==> src/rtl/uart_tx_param.sv <==
// FIFO-buffered UART transmitter: start bit, DATA_BITS data bits LSB first, STOP_BITS stop cells.
// Define UART_TX_PARITY_EN to add a parity cell after the data bits and the parity_odd input.
module uart_tx_param #(
  parameter int DATA_BITS  = 8,
  parameter int OVERSAMPLE = 16,
  parameter int STOP_BITS  = 1,
  parameter int FIFO_DEPTH = 4
) (
  input  logic                          uart_samplig_clk,
  input  logic                          reset,
  input  logic                          valid,
  output logic                          ready,
  input  logic [DATA_BITS-1:0]          data_to_xmit,
`ifdef UART_TX_PARITY_EN
  input  logic                          parity_odd,
`endif
  output logic                          RsTx,
  output logic                          busy,
  output logic [$clog2(FIFO_DEPTH):0]   fifo_count
);

  localparam int AW   = $clog2(FIFO_DEPTH);
  localparam int CW   = AW + 1;
  localparam int PH_W = $clog2(OVERSAMPLE);
  localparam int BC_W = $clog2(DATA_BITS);

  localparam logic [CW-1:0]   FULL_CNT  = CW'(FIFO_DEPTH);
  localparam logic [PH_W-1:0] PH_LAST   = PH_W'(OVERSAMPLE - 1);
  localparam logic [BC_W-1:0] DATA_LAST = BC_W'(DATA_BITS - 1);
  localparam logic [BC_W-1:0] STOP_LAST = BC_W'(STOP_BITS - 1);

  localparam logic [2:0] S_IDLE   = 3'd0;
  localparam logic [2:0] S_START  = 3'd1;
  localparam logic [2:0] S_DATA   = 3'd2;
  localparam logic [2:0] S_STOP   = 3'd3;
`ifdef UART_TX_PARITY_EN
  localparam logic [2:0] S_PARITY = 3'd4;
`endif

  // Transmit FIFO
  logic [DATA_BITS-1:0] mem_q [FIFO_DEPTH];
  logic [AW-1:0]        wr_ptr_q;
  logic [AW-1:0]        rd_ptr_q;
  logic [CW-1:0]        count_q;
  logic [CW-1:0]        count_d;
  logic                 push;
  logic                 pop;
  logic                 fifo_empty;
  logic [DATA_BITS-1:0] head;

  assign ready      = (count_q != FULL_CNT);
  assign push       = valid && ready;
  assign fifo_empty = (count_q == '0);
  assign head       = mem_q[rd_ptr_q];
  assign fifo_count = count_q;

  always_ff @(posedge uart_samplig_clk) begin
    if (push) begin
      mem_q[wr_ptr_q] <= data_to_xmit;
    end
  end

  always_comb begin
    count_d = count_q;
    case ({push, pop})
      2'b10:   count_d = count_q + CW'(1);
      2'b01:   count_d = count_q - CW'(1);
      default: count_d = count_q;
    endcase
  end

  always_ff @(posedge uart_samplig_clk) begin
    if (!reset) begin
      wr_ptr_q <= '0;
      rd_ptr_q <= '0;
      count_q  <= '0;
    end else begin
      if (push) wr_ptr_q <= wr_ptr_q + AW'(1);
      if (pop)  rd_ptr_q <= rd_ptr_q + AW'(1);
      count_q <= count_d;
    end
  end

  // Frame sequencer
  logic [2:0]           state_q;
  logic [2:0]           state_d;
  logic [PH_W-1:0]      phase_q;
  logic [PH_W-1:0]      phase_d;
  logic [BC_W-1:0]      bit_q;
  logic [BC_W-1:0]      bit_d;
  logic                 rstx_q;
  logic                 rstx_d;
  logic [DATA_BITS-1:0] shreg_q;
  logic [DATA_BITS-1:0] shreg_d;
  logic                 cell_end;
`ifdef UART_TX_PARITY_EN
  logic                 par_q;
  logic                 par_d;

  function automatic logic parity_bit(input logic [DATA_BITS-1:0] word, input logic odd);
    return (^word) ^ odd;
  endfunction
`endif

  assign cell_end = (phase_q == PH_LAST);
  assign busy     = (state_q != S_IDLE);
  assign RsTx     = rstx_q;

  always_comb begin
    state_d = state_q;
    phase_d = phase_q;
    bit_d   = bit_q;
    rstx_d  = rstx_q;
    shreg_d = shreg_q;
    pop     = 1'b0;
`ifdef UART_TX_PARITY_EN
    par_d   = par_q;
`endif

    if (state_q != S_IDLE) begin
      phase_d = cell_end ? '0 : phase_q + PH_W'(1);
    end

    case (state_q)
      S_IDLE: begin
        if (!fifo_empty) pop = 1'b1;
      end
      S_START: begin
        if (cell_end) begin
          state_d = S_DATA;
          bit_d   = '0;
          rstx_d  = shreg_q[0];
          shreg_d = shreg_q >> 1;
        end
      end
      S_DATA: begin
        if (cell_end) begin
          if (bit_q == DATA_LAST) begin
            bit_d   = '0;
`ifdef UART_TX_PARITY_EN
            state_d = S_PARITY;
            rstx_d  = par_q;
`else
            state_d = S_STOP;
            rstx_d  = 1'b1;
`endif
          end else begin
            bit_d   = bit_q + BC_W'(1);
            rstx_d  = shreg_q[0];
            shreg_d = shreg_q >> 1;
          end
        end
      end
`ifdef UART_TX_PARITY_EN
      S_PARITY: begin
        if (cell_end) begin
          state_d = S_STOP;
          rstx_d  = 1'b1;
        end
      end
`endif
      S_STOP: begin
        if (cell_end) begin
          if (bit_q == STOP_LAST) begin
            bit_d = '0;
            // A queued word starts its frame on this edge, with no idle cycle in between
            if (!fifo_empty) begin
              pop = 1'b1;
            end else begin
              state_d = S_IDLE;
              rstx_d  = 1'b1;
            end
          end else begin
            bit_d  = bit_q + BC_W'(1);
            rstx_d = 1'b1;
          end
        end
      end
      default: begin
        state_d = S_IDLE;
        rstx_d  = 1'b1;
      end
    endcase

    // The popped word is latched whole so later FIFO writes cannot disturb the frame
    if (pop) begin
      state_d = S_START;
      phase_d = '0;
      bit_d   = '0;
      rstx_d  = 1'b0;
      shreg_d = head;
`ifdef UART_TX_PARITY_EN
      par_d   = parity_bit(head, parity_odd);
`endif
    end
  end

  always_ff @(posedge uart_samplig_clk) begin
    if (!reset) begin
      state_q <= S_IDLE;
      phase_q <= '0;
      bit_q   <= '0;
      rstx_q  <= 1'b1;
    end else begin
      state_q <= state_d;
      phase_q <= phase_d;
      bit_q   <= bit_d;
      rstx_q  <= rstx_d;
    end
  end

  always_ff @(posedge uart_samplig_clk) begin
    shreg_q <= shreg_d;
`ifdef UART_TX_PARITY_EN
    par_q   <= par_d;
`endif
  end

endmodule

==> config.mk <==
export PLATFORM = sky130hd
export DESIGN_NAME = uart_tx_param
export DESIGN_NICKNAME = d
export VERILOG_FILES = /design/src/rtl/uart_tx_param.sv
export SDC_FILE = /design/constraint.sdc
export NUM_CORES = 1
export LEC_CHECK = 0
export ABC_AREA = 1
export BUFFER_PORTS_ARGS = -buffer_cell sky130_fd_sc_hd__clkbuf_2
export CELL_PAD_IN_SITES_DETAIL_PLACEMENT = 1
export CELL_PAD_IN_SITES_GLOBAL_PLACEMENT = 2
export CORE_MARGIN = 5
export CORE_UTILIZATION = 42
export DETAILED_ROUTE_END_ITERATION = 7
export PLACE_DENSITY_LB_ADDON = 0.12
export SLEW_MARGIN = 20
export SYNTH_ARGS = -nofsm -noshare
export SYNTH_HDL_FRONTEND = slang
export SYNTH_SLANG_ARGS = --single-unit
==> constraint.sdc <==
create_clock -name uart_samplig_clk -period 4 [get_ports uart_samplig_clk]
set_input_delay 0.8 -clock uart_samplig_clk [delete_from_list [all_inputs] [get_ports uart_samplig_clk]]
set_output_delay 0.8 -clock uart_samplig_clk [all_outputs]
set_load 0.01 [all_outputs]
==> impl_metrics.toml <==
[outcome]
status = "finished, final reports clean"

[synth]
ys_seq_elements = 59
syn_area_um2 = 2690
avgSynthCellArea_um2 = 10.3
yosysWarnings = 0
synth_top_cell_area_share_pct = 44.7
yosysUniqueCellTypes = 27
synth.largest_area_cell = "edfxtp_1"
syn_inst = 262
synth_mux_area_share_pct = 0
synth_top_family_by_area = "simple AND/OR/NAND/NOR gates"
ys_seq_area_share_pct = 58.8
synth_xor_area_share_pct = 1.30
synth-simple-area-share_pct = 15.7
synth_fa_ha_area_share_pct = 6.80
synth_nets = 287
synth_area_leaders = "edfxtp_1 (45%), dfxtp_1 (14%), nor2_1 (6.8%)"
synth-compound-area-share_pct = 12.1

[cts]
post_cts_resized = 0
clock_latency_ns = 0.33
cts_tree = "done"
post-cts-setup-buffer-count = 0
cts_buffers = 9
cts_hold_buf = 0
cts.sinks = 59
clkTransAtPathRegs_ns = 0.07
ctsHtreeMaxLevel = 3
cts_root_buffer = "clkbuf_8"
clk_path_buf_depth = 2

[layout]
layout-drive-gt1-share_pct = 15.2
fill_cells = 696
num_antenna_cells = 0
synthToLayoutAreaGrowth_pct = 12.9
register_area_um2 = 1580
layout.cells.most_common = "nor2_1"
nNetsFinal = 309
layout_common_cells = "nor2_1 (49), edfxtp_1 (40), inv_1 (28), nand2_1 (27), o21ai_0 (24)"
multi_input_area_um2 = 965

[routing]
drt-initial-drc-count = 48
num_vias = 1795
finalWirelength_um = 5250
ant_nets = 0
first_pass_iters = 6
viasPerCell = 4.90
route.detailed.drc = 0
wl_per_cell_um = 14.3

[timing]
period_share_pct = 67.3
drv_slew = 0
fin_setup_tns_ns = 0
clock_skew_ns = 0.0112
rsz0062_at_grt = "false"
setup_viol = 0
fmax_mhz = 371
hold_viol = 0
relSlewSlack_pct = 43.1
tightest_slew_ns = 0.850
fin_crit_ns = 2.69

[die]
die-width_um = 90.0
dieArea_um2 = 8100
start_util_pct = 42.8
ios = 17
rows = 29
core-area_um2 = 6280
die_h_um = 90.0

[pwr]
p_sw_share_pct = 37.4
pwr-share-comb_pct = 33.7
power_switching_uw = 809
p_clk_share_pct = 24.8
p_leak_nw = 1.16
power_mw = 2.17
vdd_drop_max_mv = 0.396
p_seq_share_pct = 41.5
power_density_nw_per_um2 = 713
p_int_mw = 1.36

[hold_path]
holdPathStages = 2
hold_path_end = "RsTx$_SDFFE_PN1P_"
hold_path_startpoint = "RsTx$_SDFFE_PN1P_"
worstHoldPathType = "reg2reg"

[worst_setup_path]
cp-start-kind = "register"
crit_fanout = 19
cp.required_ns = 4.21
r2r_slack_ns = 1.31
endpoint_kind = "register"
crit_type = "reg2reg"
r2r_start = "state_q[0]$_SDFFE_PN0P_"
cp_cell_sequence = "ha_1, inv_1, a21oi_4, nand2_2, a21oi_4, ha_1, inv_1, fa_1, a21oi_1, o21ai_0, o21ai_0, a21oi_1"
r2r_end = "fifo_count[2]$_SDFFE_PN0P_"
arrival_ns = 2.90
critPathMaxStageDelay_ns = 0.42
cp_slowest_cell = "a21oi_4"
rr_worst_depth = 12

[global_route]
grt_pass1_vias = 1870
grtUsageMet2_pct = 23.2
grt_max_degree = 20
grtUsageMet3_pct = 5.01
gr-total-overflow = 0
grt_pass1_wl_um = 9000
met1_usage_pct = 17.0
grt.total_usage_pct = 14.0
antenna_found_initial = 0
grt.busiest_layer = "met2"

[place]
dp_hpwl_um = 3820
place_congestion = 0.761
port_buffers = 16

[job]
max_cap_violations = 0
## layout make-up
| cell class | instances | area share [%] |
|---|---|---|
| Clock inverter | 7 | 2.51 |
| Sequential cell | 59 | 52.1 |
| Inverter | 28 | 3.46 |
| Timing Repair Buffer | 17 | 2.89 |
| Clock buffer | 9 | 4.08 |
| Multi-Input combinational cell | 169 | 31.8 |
| Tap cell | 77 | 3.17 |
## per-stage QoR
step | util, % | instance area [µm²] | hold slack, ns | worst slack, ns | cells
after floorplan | - | 2690 | 0.457 | 1.66 | 262
after global placement | 45.2 | 2840 | 0.472 | 1.42 | 350
after detailed placement | 45.2 | 2840 | 0.478 | 1.29 | 350
after CTS | 48.4 | 3040 | 0.489 | 1.27 | 366
after global routing | 48.4 | 3040 | 0.524 | 1.08 | 366
final | 48.4 | 3040 | 0.484 | 1.31 | 366
## state kept, by name (all words and copies together), names as in the netlist, named ones only
signal	cells
phase_q	4
wr_ptr_q	2
bit_q	3
rd_ptr_q	2
mem_q	32
shreg_q	8
fifo_count	3
RsTx	1
state_q	2
## power groups by stage
stage                     registers [mW]  logic [mW]  clock network [mW]
final                              0.900       0.729               0.537
after detailed placement           0.914       0.749                   0
after global placement             0.910       0.743                   0
after floorplan                    0.881       0.584                   0
after CTS                          0.903       0.754               0.556
after global routing               0.916       0.849               0.588
## logic make-up (layout without fill, tap and decap cells)
family | Yosys count | after routing
buffers and inverters | 34 | 61
flip-flops | 59 | 59
XOR/XNOR | 4 | 4
AO/OA/AOI/OAI | 56 | 56
AND/OR/NAND/NOR | 95 | 95
adder cells (fa/ha/maj) | 14 | 14
## cell usage after synthesis, drive strengths merged
library cell / instances
a21boi: 1
a21oi: 20
a31oi: 7
buf: 3
clkbuf: 3
dfxtp: 19
edfxtp: 40
fa: 1
ha: 13
inv: 28
nand2: 32
nand3: 7
nand3b: 1
nand4: 2
nor2: 51
nor3: 2
o211ai: 2
o21a: 1
o21ai: 25
xor2: 4
## critical path: cells and delay by family (launching register included)
family / cells / cell delay, ns
AO/OA/AOI/OAI: 6 / 1.03
buffers and inverters: 2 / 0.19
flip-flops: 1 / 0.39
AND/OR/NAND/NOR: 1 / 0.08
adder cells (fa/ha/maj): 3 / 0.88
## worst max path at each step
| stage | start | end | slack, ns | cells after the start |
|---|---|---|---|---|
| detailed placement | state_q[0]$_SDFFE_PN0P_ | fifo_count[2]$_SDFFE_PN0P_ | 1.29 | 12 |
| global route | state_q[0]$_SDFFE_PN0P_ | fifo_count[2]$_SDFFE_PN0P_ | 1.08 | 12 |
| floorplan | phase_q[0]$_SDFFE_PP0P_ | fifo_count[2]$_SDFFE_PN0P_ | 1.66 | 13 |
| finish | state_q[0]$_SDFFE_PN0P_ | fifo_count[2]$_SDFFE_PN0P_ | 1.31 | 12 |
| CTS | state_q[0]$_SDFFE_PN0P_ | fifo_count[2]$_SDFFE_PN0P_ | 1.27 | 12 |
| global placement | state_q[0]$_SDFFE_PN0P_ | fifo_count[2]$_SDFFE_PN0P_ | 1.42 | 12 |
## metal layers
layer	vias up	wire (µm)
met4	0	48
met2	19	2610
met5	-	0
met3	6	179
li1	932	-
met1	838	2410
(Power assumes the default switching activity.)
